## src/rtl/hilo_pkg.sv

```systemverilog
// hilo_pkg: shared op encoding, FSM state type and counter width for the
// HI/LO unit and its latency counter.
package hilo_pkg;

  typedef enum logic [2:0] {
    OP_NOP   = 3'd0,
    OP_MULTU = 3'd1,
    OP_MTHI  = 3'd2,
    OP_MTLO  = 3'd3,
    OP_MFHI  = 3'd4,
    OP_MFLO  = 3'd5
  } op_e;

  typedef enum logic {
    IDLE = 1'b0,
    BUSY = 1'b1
  } state_e;

  localparam int unsigned CNT_W = 4;

endpackage

```

## src/rtl/hilo_lat_cnt.sv

```systemverilog
// hilo_lat_cnt: loadable down-counter that times the multiplier settle
// latency; 'last' flags the cycle whose closing edge lands the product.
module hilo_lat_cnt
  import hilo_pkg::*;
(
  input  logic             clk,
  input  logic             reset,
  input  logic             load,
  input  logic [CNT_W-1:0] load_val,
  input  logic             dec,
  output logic             last
);

  logic [CNT_W-1:0] cnt;

  // Load on a new MULTU, otherwise count down while the unit is busy.
  // NOTE: sequential state uses <= so every flop samples pre-edge values;
  // a blocking = here would make read order inside the block matter.
  always_ff @(posedge clk or negedge reset) begin
    if (!reset) begin
      cnt <= '0;
    end else if (load) begin
      cnt <= load_val;
    end else if (dec) begin
      cnt <= cnt - CNT_W'(1);
    end
  end

  assign last = (cnt == CNT_W'(1));

endmodule

```

## src/rtl/hilo_unit.sv

```systemverilog
// hilo_unit: sequences MULTU through an external 32x32 multiplier and owns
// the architectural HI/LO registers plus MTHI/MTLO/MFHI/MFLO access.
// Optional build macro HILO_FWD_EN: accept a request in the last busy cycle
// and forward the landing product to it.
module hilo_unit
  import hilo_pkg::*;
#(
  parameter int unsigned MUL_LATENCY = 4
)(
  input  logic        clk,
  input  logic        reset,
  input  logic        op_valid,
  input  logic [2:0]  op,
  input  logic [31:0] rs_data,
  input  logic [31:0] rt_data,
  input  logic [63:0] prod,
  output logic [31:0] mul_a,
  output logic [31:0] mul_b,
  output logic        busy,
  output logic [31:0] rd_data,
  output logic        rd_valid,
  output logic        mul_done,
  output logic [31:0] hi,
  output logic [31:0] lo
);

  state_e      state;
  op_e         op_code;
  logic        cnt_last;
  logic        in_last;
  logic        accept;
  logic        mult_go;
  logic [31:0] hi_cur;
  logic [31:0] lo_cur;

  assign op_code = op_e'(op);
  assign in_last = (state == BUSY) && cnt_last;

`ifdef HILO_FWD_EN
  // The final busy cycle is open to a new request; reads see the product
  // that is landing on this same edge.
  assign busy   = (state == BUSY) && !cnt_last;
  assign hi_cur = in_last ? prod[63:32] : hi;
  assign lo_cur = in_last ? prod[31:0]  : lo;
`else
  assign busy   = (state == BUSY);
  assign hi_cur = hi;
  assign lo_cur = lo;
`endif

  assign accept  = op_valid && !busy;
  assign mult_go = accept && (op_code == OP_MULTU);

  hilo_lat_cnt u_lat_cnt (
    .clk      (clk),
    .reset    (reset),
    .load     (mult_go),
    .load_val (CNT_W'(MUL_LATENCY)),
    .dec      (state == BUSY),
    .last     (cnt_last)
  );

  // FSM plus HI/LO, operand and read-port registers; a landing product is
  // written first so an accepted op on the same edge overrides it.
  // NOTE: every register here, HI/LO included, is cleared by reset; an
  // abandoned multiply must leave HI/LO at zero, not at stale contents.
  always_ff @(posedge clk or negedge reset) begin
    if (!reset) begin
      state    <= IDLE;
      mul_a    <= '0;
      mul_b    <= '0;
      hi       <= '0;
      lo       <= '0;
      rd_data  <= '0;
      rd_valid <= 1'b0;
      mul_done <= 1'b0;
    end else begin
      rd_valid <= 1'b0;
      mul_done <= 1'b0;
      if (in_last) begin
        hi       <= prod[63:32];
        lo       <= prod[31:0];
        mul_done <= 1'b1;
        state    <= IDLE;
      end
      if (accept) begin
        case (op_code)
          OP_MULTU: begin
            mul_a <= rs_data;
            mul_b <= rt_data;
            state <= BUSY;
          end
          OP_MTHI: hi <= rs_data;
          OP_MTLO: lo <= rs_data;
          OP_MFHI: begin
            rd_data  <= hi_cur;
            rd_valid <= 1'b1;
          end
          OP_MFLO: begin
            rd_data  <= lo_cur;
            rd_valid <= 1'b1;
          end
          default: ;
        endcase
      end
    end
  end

endmodule
```

## config.mk

```make
export PLATFORM = sky130hd
export DESIGN_NAME = hilo_unit
export DESIGN_NICKNAME = d
export VERILOG_FILES = /design/src/rtl/hilo_pkg.sv /design/src/rtl/hilo_lat_cnt.sv /design/src/rtl/hilo_unit.sv
export SDC_FILE = /design/constraint.sdc
export NUM_CORES = 1
export LEC_CHECK = 0
export BUFFER_PORTS_ARGS = -buffer_cell sky130_fd_sc_hd__buf_2
export CAP_MARGIN = 20
export CORE_ASPECT_RATIO = 0.6
export CORE_MARGIN = 3
export CORE_UTILIZATION = 35
export DETAILED_ROUTE_END_ITERATION = 12
export GPL_ROUTABILITY_DRIVEN = 0
export PLACE_DENSITY = 0.65
export SYNTH_ARGS = -nofsm -noshare
export SYNTH_HDL_FRONTEND = slang
export SYNTH_SLANG_ARGS = --single-unit
```

## constraint.sdc

```tcl
create_clock -name clk -period 4.5 [get_ports clk]
set_input_delay 0.9 -clock clk [delete_from_list [all_inputs] [get_ports clk]]
set_output_delay 0.9 -clock clk [all_outputs]
set_load 0.1 [all_outputs]
```

# Word level (Yosys, flattened, before mapping)
# Cells that the tools add are included.
[totals]
word_cells = 40
output_inout_bits = 163
ff_bits = 167
in_bits = 134
[classes]
n_eq_ne = 6
mux = 15
n_reduce_logical = 9
addsub = 1
[op_table]
columns = ["op", "count"]
rows = [
  ["$mux 32", 6],
  ["$pmux 32 s2", 1],
  ["$mux 4", 2],
  ["$eq 3x2->1 const B", 2],
  ["$eq 3x3->1 const B", 2],
  ["$mux 1", 6],
  ["$eq 4x1->1 const B", 1],
  ["$reduce_and 2->1", 2],
  ["$reduce_bool 2->1", 2],
  ["$sub 4x1->4 const B", 1],
  ["$eq 3x1->1 const B", 1],
  ["$logic_and 1x1->1", 3],
  ["$reduce_or 2->1", 1],
  ["$logic_not 1->1", 1],
]

# Longest topological paths before layout
# Gate-level depths: netlist (run 1).
[depth]
word_depth = 5
depth_mapped = 7
ltp_nobuf = 5

# Hierarchy
# A second synthesis (run 1) with hierarchy kept.
[hier_totals]
cells_unflattened = 517
area_unflattened_um2 = 7379.6
[modules_own_cells]
columns = ["module", "n_inst", "cells_per_inst", "seq_area_each_um2", "area_per_inst_um2"]
rows = [
  ["hilo_unit", 1, 495, 4078.9, 7136.8],
  ["hilo_lat_cnt", 1, 22, 100.1, 242.7],
]

# Worst setup path after synthesis (run 1)
# No wires, ideal clock.
[synth_timing]
kind = "reg2reg"
start = "register state (netlist: busy)"
end = "register hi[0]"
synth_period_minus_slack_ps = 2342
n_path_buf = 2
path_slack_ps = 2158
setup_time_ps = 125
arrival_ps = 2217
required_ps = 4375
stages_incl_launch_ff = 6
cell_sequence = "dfrtp_1 and4bb_4 buf_8 buf_12 mux2_4 mux2_4"
[synth_between]
elab_chain_len = 4
elab_cells_between_ends = 6
cone_classes = "mux: 3; reduce/logical: 3"
[synth_lines]
columns = ["element", "line", "text"]
rows = [
  ["from (decl)", "hilo_unit.sv:27", "state_e state;"],
  ["from (signal assigned)", "hilo_unit.sv:69", "state <= IDLE;"],
  ["from (signal assigned)", "hilo_unit.sv:84", "state <= IDLE;"],
  ["from (signal assigned)", "hilo_unit.sv:91", "state <= BUSY;"],
  ["$logic_and 1x1->1", "hilo_unit.sv:37", "assign in_last = (state == BUSY) && cnt_last;"],
  ["$mux 32", "hilo_unit.sv:80", "if (in_last) begin"],
  ["$mux 32", "hilo_unit.sv:87", "case (op_code)"],
  ["$mux 32 (*)", "hilo_unit.sv:86", "if (accept) begin"],
  ["to (signal assigned)", "hilo_unit.sv:81", "hi <= prod[63:32];"],
  ["to (signal assigned)", "hilo_unit.sv:93", "OP_MTHI: hi <= rs_data;"],
  ["to (decl)", "hilo_unit.sv:23", "output logic [31:0] hi,"],
]
# Every way passes the cells marked *; elsewhere a longest branch is shown, timed or not.
# A chain may end at the register's enable or synchronous reset.

# Worst setup path in the final report (run 1)
[layout_timing]
start = "register u_lat_cnt.cnt[1]"
end = "register hi[20]"
[layout_between]
elab_chain_len = 5
[layout_lines]
columns = ["element", "line", "text"]
rows = [
  ["from (decl)", "hilo_lat_cnt.sv:14", "logic [CNT_W-1:0] cnt;"],
  ["from (signal assigned)", "hilo_lat_cnt.sv:23", "cnt <= load_val;"],
  ["from (signal assigned)", "hilo_lat_cnt.sv:25", "cnt <= cnt - CNT_W'(1);"],
  ["$eq 4x1->1 (*)", "hilo_lat_cnt.sv:29", "assign last = (cnt == CNT_W'(1));"],
  ["$logic_and 1x1->1 (*)", "hilo_unit.sv:37", ""],
  ["$mux 32 (*)", "hilo_unit.sv:80", ""],
  ["$mux 32", "hilo_unit.sv:87", ""],
  ["$mux 32 (*)", "hilo_unit.sv:86", ""],
]
# Marked as above.

==> flow_metrics.tcl, run 1 <==
set metrics [dict create \
    cts_tree "done" \
    reg2regPathDepth 6 \
    port_buffers 296 \
    core_um2 21300 \
    synth.most_common_cell "dfrtp_1" \
    setup_viol 0 \
    insertion_delay_ns 0.43 \
    die_y_um 121 \
    area_growth_syn_to_layout_pct 29.1 \
    startpoint_type "register" \
    yosysTopAreaCellShare 0.540 \
    detail_route.wl_per_cell_um 19.1 \
    cts-root-buf "clkbuf_16" \
    grt_max_degree 104 \
    synth_area_um2 7740 \
    hold_path.class "reg2reg" \
    placed_cell_area_um2 9430 \
    finalNetCount 941 \
    required_ns 4.81 \
    clock_sinks 167 \
    hpwlAfterDp_um 14600 \
    r2r_start "u_lat_cnt.cnt[1]$_DFFE_PN0P_" \
    antenna_cells 0 \
    drc 0 \
    grt_pass1_vias 5316 \
    r2r-end "hi[20]$_DFF_PN0_" \
    antenna_found_initial 1 \
    drt-initial-drc-count 202 \
    worstSetupPathType "reg2reg" \
    setup-tns-final_ns 0 \
    die_w_um 198 \
    start_util 0.363 \
    min_period_ns 2.66 \
    avgSynthCellArea_um2 15.1 \
    vias_per_cell 4.76 \
    postLayoutCellArea_um2 10000 \
    hold_viol_final 0 \
    crit_path_end_kind "register" \
    syn_nets 649 \
    worstPathMaxFanout 45 \
    hold_path_end "mul_a[27]$_DFFE_PN0P_" \
    synthFlopType "dfrtp_1" \
    post-route-period-util 0.591 \
    fin_skew_ns 0.0105 \
    maxSlewViolCount 0 \
    arrival_ns 2.97 \
    fmax_mhz 376 \
    ys_seq_area_frac 0.540 \
    synth.largest_area_cell "dfrtp_1" \
    detail_route.first_pass.iterations 6 \
    die_area_um2 24000 \
    synth_edf_count 0 \
    rsz0062_at_grt "false" \
    grt_pass1_wl_um 31800 \
    holdPathStages 1 \
    tightest_slew_ns 0.984 \
    synth_cell_types 28 \
    clockBufferDepth 2 \
    cts_buffers 17 \
    drv_cap 0 \
    htree_levels 4 \
    postCtsHoldBufs 0 \
    hp-start "mul_a[27]$_DFFE_PN0P_" \
    syn_inst 513 \
    nFillCells 1972 \
    rows 41 \
    relSlewSlack 0.344 \
    drive_gt1_frac 0.645 \
    async_reset_ff_frac 1.00 \
    synth_commonest_cells "dfrtp_1 (167), mux2_4 (98), mux2_2 (88)" \
    yosys-top-cells-area "dfrtp_1 (54%), mux2_4 (19%), mux2_2 (13%)" \
    vias 5217 \
    ys_seq_elements 167 \
    overflow 0 \
    status "finished, final reports clean" \
    regToRegSetupSlack_ns 1.84 \
    routed_wl_um 21000 \
    grt_usage 0.176 \
    ys.warnings.count 0 \
    clkTransAtPathRegs_ns 0.07 \
    io-pin-count 297 \
    detail-route-antenna-nets 0 \
    whs_ns 0.498 \
    cts.repair.resized 0 \
    utilization 0.468 \
    cts_setup_buffers 0 \
]
[area by class of cell]
cell class,instances,area [um2],area share
clock inverter,14,123,0.0123
multi-input combinational,311,3330,0.333
clock buffer,18,439,0.0439
timing repair buffer,305,1570,0.157
inverter,3,11.3,0.00113
sequential,167,4180,0.418
tap,279,349,0.0349
[how the worst max path moves through the flow]
| stage | from | endpoint | slack [ns] |
|---|---|---|---|
| CTS | u_lat_cnt.cnt[1]$_DFFE_PN0P_ | hi[18]$_DFF_PN0_ | 1.85 |
| detailed placement | op[2] | hi[26]$_DFF_PN0_ | 1.79 |
| finish | u_lat_cnt.cnt[1]$_DFFE_PN0P_ | hi[20]$_DFF_PN0_ | 1.84 |
| global placement | op[2] | hi[30]$_DFF_PN0_ | 1.81 |
| global route | u_lat_cnt.cnt[1]$_DFFE_PN0P_ | hi[20]$_DFF_PN0_ | 1.72 |
| floorplan | busy$_DFF_PN0_ | hi[0]$_DFF_PN0_ | 2.16 |
[routing by layer]
layer / track usage / share of wire
met1: 0.238 / 0.46
met2: 0.261 / 0.44
met3: 0.0683 / 0.086
met4: 0.0539 / 0.014
met5: 0 / 0.00062
[state kept, by name, indices dropped and copies added (netlist names), 4 cells and up]
signal and flops:
hi 32, mul_a 32, mul_b 32, rd_data 32, u_lat_cnt.cnt 4, lo 32
[critical path, cell delays in order (launching register included)]
cell and delay (ns):
dfrtp_1 0.39, inv_1 0.08, ha_1 0.16, and4bb_4 0.91, buf_4 0.39, mux2_4 0.33
mux2_4 0.25
[per-stage QoR]
stage | setup slack [ns] | cells
detailed placement | 1.79 | 1065
finish | 1.84 | 1097
floorplan | 2.16 | 513
global placement | 1.81 | 1065
CTS | 1.85 | 1097
global route | 1.72 | 1097
[cell usage in the layout (no fill, tap or decap), drive strengths merged]
cell type and n:
a21o 1, a21oi 32, a31o 1, and2 1
and4bb 2, buf 305, bufinv 1, clkbuf 18
clkinv 4, clkinvlp 5, dfrtp 167, ha 2
inv 7, mux2 192, mux2i 32, nand2 3
nand2b 1, nand3b 2, nor2 35, nor3b 2
nor4b 1, nor4bb 1, o21ai 1, xor2 2
[kinds of logic (layout without fill, tap and decap cells)]
logic type | after synthesis | after routing | share of synthesized area
flops | 167 | 167 | 0.540
fa+ha+maj | 2 | 2 | 0.00323
buf+inv | 35 | 340 | 0.0333
mux | 224 | 224 | 0.368
simple gates | 48 | 48 | 0.0301
compound gates | 35 | 35 | 0.0234
xor+xnor | 2 | 2 | 0.00226
Power of run 1 is not shown: default switching activity piles up to over one toggle a cycle in this logic, so the estimate is an artifact.
==> run 2: changes to the inputs <==
--- a/config.mk
+++ b/config.mk
@@ -5,6 +5,7 @@
 export SDC_FILE = /design/constraint.sdc
 export NUM_CORES = 1
 export LEC_CHECK = 0
+export ABC_AREA = 1
 export BUFFER_PORTS_ARGS = -buffer_cell sky130_fd_sc_hd__buf_2
 export CAP_MARGIN = 20
 export CORE_ASPECT_RATIO = 0.6
@@ -12,7 +13,7 @@
 export CORE_UTILIZATION = 35
 export DETAILED_ROUTE_END_ITERATION = 12
 export GPL_ROUTABILITY_DRIVEN = 0
-export PLACE_DENSITY = 0.65
+export PLACE_DENSITY = 0.67
 export SYNTH_ARGS = -nofsm -noshare
 export SYNTH_HDL_FRONTEND = slang
 export SYNTH_SLANG_ARGS = --single-unit
==> constraint.sdc (replaced) <==
create_clock -name clk -period 2.3 [get_ports clk]
set_input_delay 0.46 -clock clk [delete_from_list [all_inputs] [get_ports clk]]
set_output_delay 0.46 -clock clk [all_outputs]
set_load 0.1 [all_outputs]
==> run 2 against run 1 <==
  * Hold slack worse by 0.24 ns
  * Critical endpoint is now busy
  * Die area up 5.9%
  * Clock-buffer cell count increased by 1
  * Largest cell class unchanged
==> flow_metrics.tcl, run 2 <==
set metrics [dict create \
    synthFlopType "dfrtp_1" \
    routed_wl_um 29700 \
    avgSynthCellArea_um2 7.56 \
    synth_edf_count 0 \
    core_um2 22500 \
    antenna_found_initial 4 \
    crit_path_end_kind "output port" \
    clockBufferDepth 2 \
    grt_usage 0.232 \
    rsz0062_at_grt "false" \
    drive_gt1_frac 0.272 \
    synth.most_common_cell "nand2_1" \
    cts_buffers 17 \
    detail_route.first_pass.iterations 7 \
    required_ns 1.84 \
    detail-route-antenna-nets 0 \
    htree_levels 4 \
    die_y_um 125 \
    setup-tns-final_ns 0 \
    ys.warnings.count 0 \
    clkTransAtPathRegs_ns 0.07 \
    io-pin-count 297 \
    drc 0 \
    async_reset_ff_frac 1.00 \
    min_period_ns 1.79 \
    cp_cell_sequence "buf_2" \
    final_common_cell "nand2_1" \
    cts_setup_buffers 0 \
    drv_cap 0 \
    setup_ws_ns 0.510 \
    grt_max_degree 72 \
    arrival_ns 1.33 \
    hold_viol_final 0 \
    synth_cell_types 22 \
    fin_skew_ns 0.00718 \
    cts-root-buf "clkbuf_16" \
    final_cell_mix "nand2_1 (426), buf_2 (295), nand3_1 (194)" \
    overflow 0 \
    grt_pass1_wl_um 46300 \
    worstPathMaxFanout 6 \
    clock_sinks 167 \
    ys_seq_area_frac 0.508 \
    nFillCells 2270 \
    ff_latch_area_um2 4180 \
    cts_tree "done" \
    fmax_mhz 559 \
    die_w_um 204 \
    vias_per_cell 4.98 \
    tightest_slew_ns 0.849 \
    grt_pass1_vias 8102 \
    insertion_delay_ns 0.43 \
    yosys-top-cells-area "dfrtp_1 (51%), nand2_1 (19%), nand3_1 (12%)" \
    post-place-ws_ns 0.472 \
    vias 8346 \
    post-route-period-util 0.778 \
    startpoint_type "register" \
    ys_seq_elements 167 \
    crit_buf_inv 1 \
    synth.largest_area_cell "dfrtp_1" \
    multi_input_area_um2 3170 \
    cpPeakStageDelay_ns 0.47 \
    rows 42 \
    maxSlewViolCount 0 \
    regToRegSetupSlack_ns 0.52 \
    area_growth_syn_to_layout_pct 29.0 \
    drt-initial-drc-count 605 \
    yosysTopAreaCellShare 0.508 \
    hold_path.class "in2reg" \
    hpwlAfterDp_um 20000 \
    syn_nets 1224 \
    synth_commonest_cells "nand2_1 (427), nand3_1 (196), dfrtp_1 (167)" \
    syn_inst 1088 \
    synth_area_um2 8220 \
    finalNetCount 1490 \
    die_area_um2 25400 \
    start_util 0.365 \
    relSlewSlack 0.434 \
    cp_slowest_cell "buf_2" \
    setup_viol 0 \
    crit_family "buffers and inverters" \
    detail_route.wl_per_cell_um 17.7 \
    port_buffers 296 \
    status "finished, final reports clean" \
    worstSetupPathType "reg2out" \
]
run 2: cell count changes after synthesis, moves of 16 or more:
cell      change
nor2_1       -31
mux2_4       -98
mux2_2       -88
nand4_1      +65
inv_1       +133
a21oi_1      -32
nand3_1     +196
nand2_1     +424
clkbuf_1     +16
mux2i_1      -32
buf_2        +24
run 2: routing by layer:
| metal | GRT usage | wire length (um) |
|---|---|---|
| met1 | 0.333 | 13400 |
| met2 | 0.349 | 12900 |
| met3 | 0.0629 | 2920 |
| met4 | 0.0562 | 424 |
| met5 | 0 | 41 |
run 2: worst min-delay path, cell delays in order:
cell	delay, ns
buf_2	0.07
nand3_1	0.06
nand2_1	0.06
run 2: logic make-up (layout without fill, tap and decap cells):
kind of cell	after synthesis	in the layout	share of synthesized area
AOI/OAI and AO/OA	1	1	0.000762
and+or+nand+nor	702	702	0.376
other	0	1	0
adders and majority gates	2	2	0.00304
DFF	167	167	0.508
xor gates and xnor gates	1	1	0.00107
buffers and inverters	215	493	0.111
run 2: path summary, 6_finish.rpt:
check	startpoint	end	cells after the start
worst max-delay path	busy$_DFF_PN0_	busy	1
min in group asynchronous	reset	mul_a[9]$_DFFE_PN0P_	2
worst max register to register	busy$_DFF_PN0_	mul_b[22]$_DFFE_PN0P_	6
worst min-delay path	rt_data[28]	mul_b[28]$_DFFE_PN0P_	3
worst min register to register	mul_a[14]$_DFFE_PN0P_	mul_a[14]$_DFFE_PN0P_	2
max in group asynchronous	reset	hi[27]$_DFF_PN0_	3
run 2: final cells by class:
cell class                      instances  area share
Inverter                              138      0.0489
Antenna cell                            1    0.000236
Tap cell                              308      0.0364
Clock inverter                         12      0.0122
Sequential cell                       167       0.394
Multi-Input combinational cell        706       0.299
Clock buffer                           19      0.0427
Timing Repair Buffer                  324       0.166
run 2: stage by stage:
stage | hold WS, ns | std cells | utilization | cell area (um2)
after floorplan | 0.164 | 1088 | - | 8220
after global placement | 0.336 | 1642 | 0.444 | 10000
after detailed placement | 0.335 | 1642 | 0.444 | 10000
after CTS | 0.233 | 1674 | 0.470 | 10600
after global routing | 0.245 | 1675 | 0.470 | 10600
final | 0.256 | 1675 | 0.470 | 10600
run 2: repair_timing:
| item | in CTS | in global routing |
|---|---|---|
| gates resized for setup | 0 | 0 |
| endpoints found under the setup margin | 0 | 0 |
| hold buffers | 1 | 0 |
| endpoints found under the hold margin | 20 | 0 |
Power of run 2 is left out for the same reason.
==> run 3: changes to the inputs <==
==> constraint.sdc (replaced) <==
create_clock -name clk -period 1.55 [get_ports clk]
set_input_delay 0.31 -clock clk [delete_from_list [all_inputs] [get_ports clk]]
set_output_delay 0.31 -clock clk [all_outputs]
set_load 0.1 [all_outputs]
==> run 3 against run 2 <==
  * The run now ends with setup timing left
  * Via count grew 4.1%
  * Final cell count grew 2.1%
  * Clock-buffer cell count grew 3
  * Critical path depth grew 8
  * Wire length grew 9.3%
  * Sequential share of layout area shrank 3.8 points
  * First-iteration DRC count grew 18%
  * Critical endpoint is now u_lat_cnt.cnt[0]$_DFFE_PN0P_
  * Register-to-register slack lost 0.55 ns
  * Clock skew grew 0.0035 ns
  * Sequential cell count is the same
  * Largest cell class unchanged
  * Cell area grew 11%
==> flow_metrics.tcl, run 3 (synthesis results as in run 2) <==
set metrics [dict create \
    routed_wl_um 32500 \
    drt-initial-drc-count 712 \
    clock_sinks 167 \
    worstPathMaxFanout 6 \
    vias_per_cell 5.08 \
    overflow 0 \
    io-pin-count 297 \
    hpwlAfterDp_um 20800 \
    crit_path_end_kind "register" \
    whs_ns 0.102 \
    clkTransAtPathRegs_ns 0.07 \
    cts_tree "done" \
    hold_path.class "in2reg" \
    cts_buffers 17 \
    status "complete, but fails checks" \
    worstSetupPathType "reg2reg" \
    drive_gt1_frac 0.297 \
    vias 8692 \
    fin_skew_ns 0.0107 \
    postLayoutCellArea_um2 11700 \
    arrival_ns 1.91 \
    tightest_slew_ns 0.502 \
    detail-route-antenna-nets 0 \
    multi_input_area_um2 3230 \
    r2r-end "u_lat_cnt.cnt[0]$_DFFE_PN0P_" \
    die_area_um2 25400 \
    fmax_mhz 632 \
    hold_path_end "mul_b[18]$_DFFE_PN0P_" \
    detail_route.first_pass.iterations 5 \
    violations "setup timing" \
    grt_usage 0.234 \
    grt_pass1_vias 8175 \
    nFillCells 2175 \
    r2r_start "busy$_DFF_PN0_" \
    die_w_um 204 \
    post-place-ws_ns 0.0536 \
    grt_max_degree 76 \
    rsz0062_at_grt "true" \
    placed_cell_area_um2 10300 \
    setup_viol 13 \
    finalNetCount 1523 \
    cts-root-buf "clkbuf_16" \
    port_buffers 296 \
    die_y_um 125 \
    rows 42 \
    ff_latch_area_um2 4180 \
    final_cell_mix "nand2_1 (418), nand3_1 (191), dfrtp_1 (166)" \
    start_util 0.365 \
    htree_levels 4 \
    holdPathStages 3 \
    setup_ws_ns -0.0313 \
    reg2regPathDepth 9 \
    startpoint_type "register" \
    hp-start "rt_data[18]" \
    relSlewSlack 0.668 \
    final_common_cell "nand2_1" \
    post-route-period-util 1.02 \
    area_growth_syn_to_layout_pct 42.6 \
    setup-tns-final_ns -0.227 \
    required_ns 1.88 \
    core_um2 22500 \
    drc 0 \
    maxSlewViolCount 0 \
    antenna_found_initial 4 \
    hold_viol_final 0 \
    insertion_delay_ns 0.44 \
    detail_route.wl_per_cell_um 19.0 \
    grt_pass1_wl_um 46400 \
    regToRegSetupSlack_ns -0.03 \
    drv_cap 0 \
    min_period_ns 1.58 \
    clockBufferDepth 2 \
]
[run 3: changes by cell type in the layout (fill, tap and decap cells not counted), sizes merged]
cell | before | now
clkinvlp | 3 | 1
buf | 323 | 306
clkinv | 7 | 5
inv | 138 | 140
diode | 1 | 2
clkbuf | 19 | 72
[run 3: worst max-delay path, cell delays in order, from the launching register on]
cell and delay [ns]:
dfrtp_4 0.50, buf_6 0.15, inv_8 0.06, nand2_8 0.06
nor2_8 0.16, nand2_8 0.13, buf_8 0.17, buf_8 0.13
nand3_2 0.06, nand2_1 0.05
[run 3: what timing repair did]
action                     4_1_cts  5_1_grt
setup buffers                    1        9
hold endpoints to repair        22        0
gates resized for setup        115       82
hold buffers                     1        0
setup endpoints to repair      113      187
pin swaps                        0        7
gates cloned                     0       11
[run 3: stage by stage]
step,std cells,utilization
floorplan,1088,-
global placement,1654,0.455
detailed placement,1654,0.455
CTS,1688,0.495
global route,1710,0.520
finish,1710,0.520
[run 3: worst max path at each step]
stage                                   end                    startpoint  slack, ns  depth (start not counted)
5_1_grt        u_lat_cnt.cnt[0]$_DFFE_PN0P_                busy$_DFF_PN0_      -0.09                          9
3_5_place_dp                hi[2]$_DFF_PN0_  u_lat_cnt.cnt[1]$_DFFE_PN0P_       0.05                          6
3_3_place_gp                hi[2]$_DFF_PN0_  u_lat_cnt.cnt[1]$_DFFE_PN0P_       0.07                          6
6_report       u_lat_cnt.cnt[0]$_DFFE_PN0P_                busy$_DFF_PN0_      -0.03                          9
4_1_cts                                busy                busy$_DFF_PN0_      -0.09                          2
2_1_floorplan         mul_a[13]$_DFFE_PN0P_                busy$_DFF_PN0_      -0.03                          9
[run 3: routing by layer]
metal / routed length [um] / vias up / GRT usage
li1: - / 4015 / -
met1: 13600 / 4132 / 0.316
met3: 3690 / 50 / 0.0791
met4: 509 / 4 / 0.0615
met2: 14600 / 491 / 0.359
met5: 23 / - / 0
[run 3: area by class of cell]
| cell class | count | area share |
|---|---|---|
| repair buffers | 357 | 0.239 |
| clock buffers | 22 | 0.0404 |
| inverters | 138 | 0.0448 |
| clock inverters | 10 | 0.0100 |
| well taps | 308 | 0.0329 |
| flip-flops and latches | 167 | 0.357 |
| multi-input cells | 706 | 0.276 |
| diodes | 2 | 0.000427 |
Power of run 3 is left out for the same reason.
